$ cat config.mk
export PLATFORM = sky130hd
export DESIGN_NAME = spi_mem_ctrl
export DESIGN_NICKNAME = d
export VERILOG_FILES = /design/src/rtl/spi_mem_ctrl.sv
export SDC_FILE = /design/constraint.sdc
export NUM_CORES = 1
export LEC_CHECK = 0
export CORE_MARGIN = 10
export CORE_UTILIZATION = 30
export CTS_BUF_LIST = sky130_fd_sc_hd__clkbuf_16
export CTS_CLUSTER_DIAMETER = 30
export DETAILED_ROUTE_END_ITERATION = 12
export DONT_BUFFER_PORTS = 1
export GPL_ROUTABILITY_DRIVEN = 0
export SLEW_MARGIN = 20
export SYNTH_ARGS = -nofsm -noshare
export SYNTH_HDL_FRONTEND = slang
export SYNTH_SLANG_ARGS = --single-unit
$ cat constraint.sdc
create_clock -name clk -period 3.2 [get_ports clk]
set_input_delay 0.48 -clock clk [delete_from_list [all_inputs] [get_ports clk]]
set_output_delay 0.48 -clock clk [all_outputs]
set_load 0.005 [all_outputs]
$ cat src/rtl/spi_mem_ctrl.sv
// SPI mode-0 memory controller: one read (0x03) or write (0x02) of 1/2/4 bytes per request.
// sclk, cs and mosi come from registers clocked by clk; the sclk phase length comes from a down-counter.
module spi_mem_ctrl #(
  parameter int ADDR_WIDTH = 24,
  parameter int CLK_DIV    = 2,
  parameter int CS_SETUP   = 4,
  parameter int CS_HOLD    = 4
) (
  input  logic                  clk,
  input  logic                  rst_n,
  input  logic                  start,
  input  logic                  write,
  input  logic [1:0]            num_bytes,
  input  logic [ADDR_WIDTH-1:0] addr,
  input  logic [31:0]           wdata,
  output logic [31:0]           rdata,
  output logic                  busy,
  output logic                  done,
  output logic                  sclk,
  output logic                  mosi,
  input  logic                  miso,
  output logic                  cs
);
  localparam int FW = 8 + ADDR_WIDTH + 32;
  localparam int CW = 16;
  localparam int BW = 7;

  typedef enum logic [1:0] {S_IDLE, S_SETUP, S_SHIFT, S_HOLD} state_t;

  state_t        r_state;
  logic [CW-1:0] r_cnt;
  logic [BW-1:0] r_bit;
  logic [BW-1:0] r_nbits;
  logic [FW-2:0] r_tx;
  logic [31:0]   r_rx;
  logic          r_write;

  logic [FW-1:0] w_frame;
  logic [BW-1:0] w_nbits;
  logic [4:0]    w_dbit;
  logic          w_data_ph;
  logic          w_last;

  // Data bytes go out little-endian. Reads send zeros in the data phase.
  assign w_frame   = {write ? 8'h02 : 8'h03, addr,
                      write ? {wdata[7:0], wdata[15:8], wdata[23:16], wdata[31:24]} : 32'h0};
  assign w_nbits   = BW'(8 + ADDR_WIDTH) +
                     ((num_bytes == 2'd0) ? 7'd8 : (num_bytes == 2'd1) ? 7'd16 : 7'd32);
  assign w_dbit    = 5'(r_bit - BW'(8 + ADDR_WIDTH));
  assign w_data_ph = (r_bit >= BW'(8 + ADDR_WIDTH));
  assign w_last    = (r_bit == r_nbits - BW'(1));

  always_ff @(posedge clk or negedge rst_n) begin
    if (!rst_n) begin
      r_state <= S_IDLE;
      r_cnt   <= '0;
      r_bit   <= '0;
      r_nbits <= '0;
      r_tx    <= '0;
      r_rx    <= '0;
      r_write <= 1'b0;
      rdata   <= '0;
      busy    <= 1'b0;
      done    <= 1'b0;
      sclk    <= 1'b0;
      mosi    <= 1'b0;
      cs      <= 1'b1;
    end else begin
      done <= 1'b0;
      case (r_state)
        S_IDLE: begin
          if (start) begin
            r_state <= S_SETUP;
            cs      <= 1'b0;
            busy    <= 1'b1;
            r_write <= write;
            r_nbits <= w_nbits;
            r_bit   <= '0;
            r_cnt   <= CW'(CS_SETUP - 1);
            mosi    <= w_frame[FW-1];
            r_tx    <= w_frame[FW-2:0];
            r_rx    <= '0;
          end
        end
        S_SETUP: begin
          if (r_cnt == '0) begin
            r_state <= S_SHIFT;
            r_cnt   <= CW'(CLK_DIV - 1);
          end else begin
            r_cnt <= r_cnt - CW'(1);
          end
        end
        S_SHIFT: begin
          if (r_cnt != '0) begin
            r_cnt <= r_cnt - CW'(1);
          end else if (!sclk) begin
            sclk  <= 1'b1;
            r_cnt <= CW'(CLK_DIV - 1);
            // Data-phase bit d is byte d/8, bit 7-d%8.
            if (!r_write && w_data_ph) r_rx[{w_dbit[4:3], ~w_dbit[2:0]}] <= miso;
          end else begin
            sclk <= 1'b0;
            if (w_last) begin
              r_state <= S_HOLD;
              r_cnt   <= CW'(CS_HOLD - 1);
              mosi    <= 1'b0;
            end else begin
              r_cnt <= CW'(CLK_DIV - 1);
              r_bit <= r_bit + BW'(1);
              mosi  <= r_tx[FW-2];
              r_tx  <= {r_tx[FW-3:0], 1'b0};
            end
          end
        end
        S_HOLD: begin
          if (r_cnt == '0) begin
            r_state <= S_IDLE;
            cs      <= 1'b1;
            busy    <= 1'b0;
            done    <= 1'b1;
            if (!r_write) rdata <= r_rx;
          end else begin
            r_cnt <= r_cnt - CW'(1);
          end
        end
        default: r_state <= S_IDLE;
      endcase
    end
  end
endmodule

==> implementation parameters, run 1 <==
Parameter                              Value

Synth
  Post-synthesis instance area    0.00871 mm^2
  Area share of the leading cell type in the synthesized netlist    46.2%
  Leading post-synthesis cells by cell area    sky130_fd_sc_hd__dfrtp_1, sky130_fd_sc_hd__nand4_1, sky130_fd_sc_hd__mux2_2
  Ys Warns    0
  Flop and latch count out of synthesis    162
  Post-synthesis average cell area    9.59 um^2
  Most repeated cell in the gate-level netlist after synthesis    sky130_fd_sc_hd__dfrtp_1
  Library cells used by synthesis    60
  Most used DFF post-synth    sky130_fd_sc_hd__dfrtp_1
  Gate Count Post-Synth    909
  Seq/Total Area, Yosys    46.5%
  Number of enable flip-flop cells after synthesis    0
  Cell type contributing the most total cell area after synthesis    sky130_fd_sc_hd__dfrtp_1
  Number of nets produced by synthesis    983
  Top post-synthesis cells by count    sky130_fd_sc_hd__dfrtp_1, sky130_fd_sc_hd__nand2_1, sky130_fd_sc_hd__a21oi_1
  FFs w/ async S/R, synth    100%

Drt
  Routed wire length    22000 um
  Post-DRT Antenna Nets    0
  Number of iterations in the first detailed-routing pass    5
  Via-per-instance ratio    5.38
  Via count of the routed design    6812
  DRC violation total after the first TritonRoute iteration    544
  Number of remaining DRC errors    0
  Avg WL per Cell    17.4 um

Timing
  Post-layout minimum cycle time    2.73 ns
  Max transition margin    52.2%
  Clk_skew    0.0255 ns
  Setup repair after global routing missed its margin    false
  Final Max Tran Viols    0
  Worst-Margin Slew    0.712 ns
  Sum of negative setup slack    0 ns
  Hold violation total from the final report    161
  Share of the clock period used by the worst path after layout    85.4%
  Hold Worst Slack    -0.279 ns
  Final-report setup violation count    0
  Highest Clock Rate    366 MHz

Layout
  Syn-to-layout area delta    11.3%
  Utilization of the core after routing    33.8%
  Final cell area excluding filler cells    0.00970 mm^2
  Area used by multi-input combinational logic    0.00420 mm^2
  Area of all sequential standard cells    0.00406 mm^2
  Layout cells sized above 1    16.2%
  Final-layout fill cell count    2948
  Number of nets in the layout    944
  Count of antenna diodes in the layout    0

Die
  Horizontal die dimension    190 um
  Count of boundary I/O pins    100
  Core area    0.0287 mm^2
  Die extent in y    190 um
  Die area    0.0363 mm^2
  Floorplan row count    62
  Effective utilization at floorplan    30.4%

Setup path
  Depth of the most critical reg-to-reg path    8
  Cell count along the critical path    8
  Setup slack of the worst register-to-register path    0.47 ns
  Number of buffer and inverter instances along the worst setup path    2
  Maximum fanout encountered on the critical timing path    48
  Critical path required time    3.55 ns
  Critical Path End Type    flop
  Most frequent cell on the critical path    sky130_fd_sc_hd__nand4_1
  Kind of cell adding the most delay to the critical path    simple AND/OR/NAND/NOR gates
  Startpoint kind of the worst setup timing path    flop
  Worst r2r src    r_cnt[0]$_DFFE_PN0P_
  Worst setup path startpoint    r_cnt[0]$_DFFE_PN0P_
  Worst endpoint data arrival time    3.09 ns
  Capture point of the worst reg-to-reg path    r_tx[9]$_DFFE_PN0P_
  Crit path max-delay cell type    sky130_fd_sc_hd__a211oi_4
  Maximum single-stage delay on the critical path    0.64 ns
  Worst setup path class    reg -> reg
  Timing endpoint of the critical path    r_tx[9]$_DFFE_PN0P_
  Cells traversed along the worst timing path    inv_1 -> ha_1 -> nor4b_1 -> nand4_1 -> a211oi_4 -> buf_12 -> nand4_1 -> o211ai_1

Global route
  Maximum number of pins on one net before global-route repair    163
  First-pass GRT wire length    36100 um
  Initial antenna violation count    1
  Total routing resource utilization after global routing    12.2%
  Via count of the first global-routing pass    6542
  Remaining Overflow, GRT    0

Placement
  HPWL Detailed    14300 um
  Buffers added on ports    0
  Post-DP Area    0.00909 mm^2

Clocking
  Sink count of the clock tree    162
  Number of buffers inserted during clock tree synthesis    17
  Worst-skew pair later-pin latency    0.44 ns
  Clk slew on worst S/H paths    0.08 ns
  H-tree lvl count    4
  Gates resized, CTS repair    0
  Master cell of the clock root buffer    sky130_fd_sc_hd__clkbuf_16
  Postcts setup bufs    0
  Clock Path Buffers    2
  CTS tree    built

Power
  Leakage    3.90 nW
  VDD IR max    0.000501 V
  Overall power consumption    9.48 mW
  Total power per unit cell area    978 mW/mm^2

Run
  Count of max-cap constraint violations    0

Run status
  Status    finished, violations left
  Violations in the final reports    hold timing

Worst hold path
  Min-Delay Path Class    in -> async
==> sequential cells by signal (all words and copies together) (netlist names) <==
signal   flops
mosi         1
r_write      1
r_tx        63
busy         1
sclk         1
rdata       32
r_rx        32
cs           1
r_bit        7
r_cnt       16
r_nbits      4
r_state      2
done         1
==> metal layers <==
layer  track usage [%]  share of wire, %  vias to the layer above
met1              16.3                46                     3384
met4              2.85              0.94                        2
li1                  -                 -                     3279
met3              3.57               5.4                       11
met5                 0             0.059                        -
met2              18.9                48                      136
==> power by group <==
group / internal, mW / switching, mW / total, mW
sequential: 2.69 / 0.641 / 3.33
combinational: 1.57 / 2.52 / 4.09
clock: 1.07 / 1.01 / 2.07
total: 5.32 / 4.16 / 9.48
==> logic make-up (layout without fill, tap and decap cells) <==
| group | count (synthesis) | count (layout) | synth area share (%) |
|---|---|---|---|
| AND/OR/NAND/NOR | 357 | 357 | 24.6 |
| XOR/XNOR | 16 | 16 | 1.78 |
| AO/OA/AOI/OAI | 201 | 201 | 14.6 |
| buffers and inverters | 122 | 96 | 5.76 |
| flip-flops | 162 | 162 | 46.5 |
| adder cells (fa/ha/maj) | 11 | 11 | 1.58 |
| multiplexers | 40 | 40 | 5.11 |
==> how the worst min path moves through the flow <==
stage                     slack [ns]                    to  startpoint  cells after the start
after floorplan                 0.18      busy$_DFFE_PN0P_       rst_n                      0
after global placement          0.19  r_tx[15]$_DFFE_PN0P_       rst_n                      0
after detailed placement        0.19  r_tx[15]$_DFFE_PN0P_       rst_n                      0
after CTS                      -0.29  r_tx[15]$_DFFE_PN0P_       rst_n                      0
after global routing           -0.30  r_tx[15]$_DFFE_PN0P_       rst_n                      0
final                          -0.28  r_tx[15]$_DFFE_PN0P_       rst_n                      0
==> placed cells by master (no fill, tap or decap), types with 10 or more instances in the layout <==
cell | Yosys | routed
sky130_fd_sc_hd__a21oi_1 | 69 | 69
sky130_fd_sc_hd__and3_1 | 36 | 36
sky130_fd_sc_hd__buf_4 | 1 | 18
sky130_fd_sc_hd__clkbuf_16 | 0 | 17
sky130_fd_sc_hd__dfrtp_1 | 161 | 161
sky130_fd_sc_hd__ha_1 | 11 | 10
sky130_fd_sc_hd__inv_1 | 43 | 42
sky130_fd_sc_hd__mux2_2 | 35 | 34
sky130_fd_sc_hd__nand2_1 | 73 | 73
sky130_fd_sc_hd__nand3_1 | 20 | 20
sky130_fd_sc_hd__nand4_1 | 66 | 66
sky130_fd_sc_hd__nor2_1 | 25 | 25
sky130_fd_sc_hd__nor3_1 | 52 | 51
sky130_fd_sc_hd__nor3_2 | 38 | 38
sky130_fd_sc_hd__o211ai_1 | 33 | 33
sky130_fd_sc_hd__o21ai_0 | 14 | 14
sky130_fd_sc_hd__o22ai_1 | 53 | 53
sky130_fd_sc_hd__xor2_1 | 10 | 10
==> area by class of cell <==
cell class,count,share of cell area (%)
inverters,43,1.66
multi-input cells,625,43.3
well taps,384,4.96
clock inverters,15,1.85
flip-flops and latches,162,41.8
repair buffers,21,2.01
clock buffers,17,4.39
==> stage by stage <==
stage          cells  setup WS (ns)
2_1_floorplan    909          0.989
3_3_place_gp    1235          0.601
3_5_place_dp    1235          0.458
4_1_cts         1267          0.462
5_1_grt         1267         0.0714
6_report        1267          0.468
Note: power is estimated with default switching activity, not from simulation.
==> run 2: changes to the inputs <==
--- a/config.mk
+++ b/config.mk
@@ -11,7 +11,7 @@
 export CTS_CLUSTER_DIAMETER = 30
 export DETAILED_ROUTE_END_ITERATION = 12
 export DONT_BUFFER_PORTS = 1
-export GPL_ROUTABILITY_DRIVEN = 0
+export PLACE_DENSITY = 0.45
 export SLEW_MARGIN = 20
 export SYNTH_ARGS = -nofsm -noshare
 export SYNTH_HDL_FRONTEND = slang
==> constraint.sdc (replaced) <==
create_clock -name clk -period 3.2 [get_ports clk]
set_input_delay 0.64 -clock clk [delete_from_list [all_inputs] [get_ports clk]]
set_output_delay 0.64 -clock clk [all_outputs]
set_load 0.005 [all_outputs]
==> run 2 against run 1 <==
The run still ends with hold timing left. Setup slack improved by 0.021 ns. Sequential share of layout area barely moved. Register-to-register slack improved by 0.02 ns. Total power rose by 0.54%. Critical path type unchanged. Largest power group unchanged.
==> implementation parameters, run 2 (synthesis results as in run 1) <==
Parameter                              Value

Run status
  Status    finished, violations left
  Violations in the final reports    hold timing

Die
  Effective utilization at floorplan    30.4% (unchanged)
  Die extent in y    190 um (unchanged)
  Floorplan row count    62 (unchanged)
  Count of boundary I/O pins    100 (unchanged)
  Horizontal die dimension    190 um (unchanged)
  Die area    0.0363 mm^2 (unchanged)
  Core area    0.0287 mm^2 (unchanged)

Timing
  Clk_skew    0.0102 ns (-0.0153 ns)
  Highest Clock Rate    369 MHz (+0.79%)
  Share of the clock period used by the worst path after layout    84.7% (-0.67 points)
  Sum of negative setup slack    0 ns (unchanged)
  Max transition margin    51.9% (-0.33 points)
  Hold violation total from the final report    84 (-48%)
  Final Max Tran Viols    0 (unchanged)
  Hold Worst Slack    -0.0910 ns (+0.188 ns)
  Post-layout minimum cycle time    2.71 ns (-0.0213 ns)
  Setup repair after global routing missed its margin    false
  Final-report setup violation count    0 (unchanged)
  Worst-Margin Slew    0.717 ns (+0.00489 ns)

Clocking
  Worst-skew pair later-pin latency    0.43 ns (about the same)
  Clk slew on worst S/H paths    0.07 ns (about the same)
  Sink count of the clock tree    162 (unchanged)
  Number of buffers inserted during clock tree synthesis    17 (unchanged)
  Gates resized, CTS repair    0 (unchanged)
  Clock Path Buffers    2 (unchanged)
  CTS tree    built
  H-tree lvl count    4 (unchanged)
  Master cell of the clock root buffer    sky130_fd_sc_hd__clkbuf_16
  Postcts setup bufs    0 (unchanged)

Layout
  Area used by multi-input combinational logic    0.00420 mm^2 (unchanged)
  Max reg flops    63 (unchanged)
  Most flops, register    r_tx
  Area of all sequential standard cells    0.00406 mm^2 (unchanged)
  Final cell area excluding filler cells    0.00969 mm^2 (about the same)
  Biggest regs    r_tx: 63 flops, r_rx: 32 flops, rdata: 32 flops
  Most frequent cells in the layout    sky130_fd_sc_hd__dfrtp_1, sky130_fd_sc_hd__nand2_1, sky130_fd_sc_hd__a21oi_1, sky130_fd_sc_hd__nand4_1, sky130_fd_sc_hd__o22ai_1
  Number of nets in the layout    945 (+0.11%)
  Layout cells sized above 1    16.3% (+0.095 points)
  Most frequent standard cell in the layout excluding fill and tap cells    sky130_fd_sc_hd__dfrtp_1
  Final-layout fill cell count    3001 (+1.8%)
  Syn-to-layout area delta    11.2% (about the same)

Run
  Count of max-cap constraint violations    0 (unchanged)

Global route
  Total routing resource utilization after global routing    13.1% (+0.96 points)
  First-pass GRT wire length    38900 um (+7.8%)
  Remaining Overflow, GRT    0 (unchanged)
  Initial antenna violation count    0 (-1)
  Via count of the first global-routing pass    6811 (+4.1%)
  Maximum number of pins on one net before global-route repair    163 (unchanged)

Setup path
  Cells traversed along the worst timing path    ha_1 -> nand2_1 -> nor4_4 -> a2111o_1 -> buf_4 -> nor3_1 -> nor3_1
  Depth of the most critical reg-to-reg path    7 (-1)
  Most frequent cell on the critical path    sky130_fd_sc_hd__nor3_1
  Worst setup path class    reg -> reg
  Capture point of the worst reg-to-reg path    r_tx[38]$_DFFE_PN0P_
  Maximum single-stage delay on the critical path    0.58 ns (-0.06 ns)
  Worst r2r src    r_bit[0]$_DFFE_PN0P_
  Critical Path End Type    flop
  Timing endpoint of the critical path    r_tx[38]$_DFFE_PN0P_
  Maximum fanout encountered on the critical timing path    27 (-44%)
  Startpoint kind of the worst setup timing path    flop
  Critical path required time    3.54 ns (about the same)
  Setup slack of the worst register-to-register path    0.49 ns (+0.02 ns)
  Worst endpoint data arrival time    3.05 ns (-0.04 ns)
  Crit path max-delay cell type    sky130_fd_sc_hd__nor4_4
  Worst setup path startpoint    r_bit[0]$_DFFE_PN0P_

Drt
  Avg WL per Cell    18.4 um (+5.7%)
  Via count of the routed design    6723 (-1.3%)
  Uppermost metal layer occupied by signal nets    met4
  Via-per-instance ratio    5.29 (-1.5%)
  DRC violation total after the first TritonRoute iteration    389 (-28%)
  Met3 Wirelength    1150 um (-2.6%)
  Met2 routed WL    10900 um (+3.8%)
  Routed wire length    23300 um (+6.0%)
  Number of remaining DRC errors    0 (unchanged)
  Post-DRT Antenna Nets    0 (unchanged)
  Number of iterations in the first detailed-routing pass    5 (unchanged)
  Total routed wire length on the met1 layer    10900 um (+8.3%)

Power
  Overall power consumption    9.54 mW (+0.54%)
  Sequential cell fraction of total power    34.9% (-0.2 points)
  Switching pwr    4.17 mW (+0.20%)
  VDD IR max    0.000514 V (+2.7%)
  Cell Int Power    5.36 mW (+0.81%)
  Total power per unit cell area    984 mW/mm^2 (+0.64%)
  Clock Power Share    21.8% (about the same)
  Comb power frac    43.4% (+0.3 points)
  Switching share of power    43.7% (-0.15 points)
  Leakage    3.88 nW (-0.35%)

Placement
  Post-DP Area    0.00910 mm^2 (about the same)
  HPWL Detailed    14600 um (+1.8%)
  Buffers added on ports    0 (unchanged)
  Final weighted congestion of routability-driven global placement    0.808

Worst hold path
  Min-Delay Path Class    in -> async
run 2: critical path: cells and delay by family, from the launching register on:
kind / cells / cell delay [ns]
fa+ha+maj: 1 / 0.44
compound gates: 1 / 0.23
flops: 1 / 0.47
simple gates: 4 / 1.07
buf+inv: 1 / 0.37
run 2: layout make-up:
type	count	area share, %
timing repair buffer	22	2.09
clock buffer	17	4.39
inverter	43	1.67
multi-input combinational	625	43.3
clock inverter	15	1.63
antenna	2	0.0517
tap	384	4.96
sequential	162	41.9
run 2: power groups by stage:
stage	logic [mW]	clock network (mW)	registers, mW
2_1_floorplan	3.28	0	3.17
6_report	4.14	2.08	3.32
3_5_place_dp	4.18	0	3.36
4_1_cts	4.18	2.15	3.33
3_3_place_gp	4.14	0	3.36
5_1_grt	4.67	2.25	3.42
run 2: per-layer routing:
layer / GRT usage [%] / up-vias
met5: 0 / -
li1: - / 3278
met3: 3.46 / 22
met4: 4.39 / 0
met2: 20.5 / 113
met1: 17.3 / 3310
run 2: per-stage QoR:
step	std cells	hold WS [ns]	setup slack [ns]	utilization (%)
detailed placement	1236	0.353	0.468	31.7
global route	1268	-0.129	0.248	33.7
finish	1270	-0.0910	0.489	33.7
CTS	1268	-0.115	0.475	33.7
global placement	1236	0.352	0.517	31.7
floorplan	909	0.344	0.989	-
run 2: worst min path at each step:
stage / end / slack, ns / cells after the start
3_3_place_gp: r_tx[44]$_DFFE_PN0P_ / 0.35 / 0
4_1_cts: r_tx[44]$_DFFE_PN0P_ / -0.11 / 0
2_1_floorplan: busy$_DFFE_PN0P_ / 0.34 / 0
6_report: r_tx[44]$_DFFE_PN0P_ / -0.09 / 0
3_5_place_dp: r_tx[44]$_DFFE_PN0P_ / 0.35 / 0
5_1_grt: r_tx[44]$_DFFE_PN0P_ / -0.13 / 0
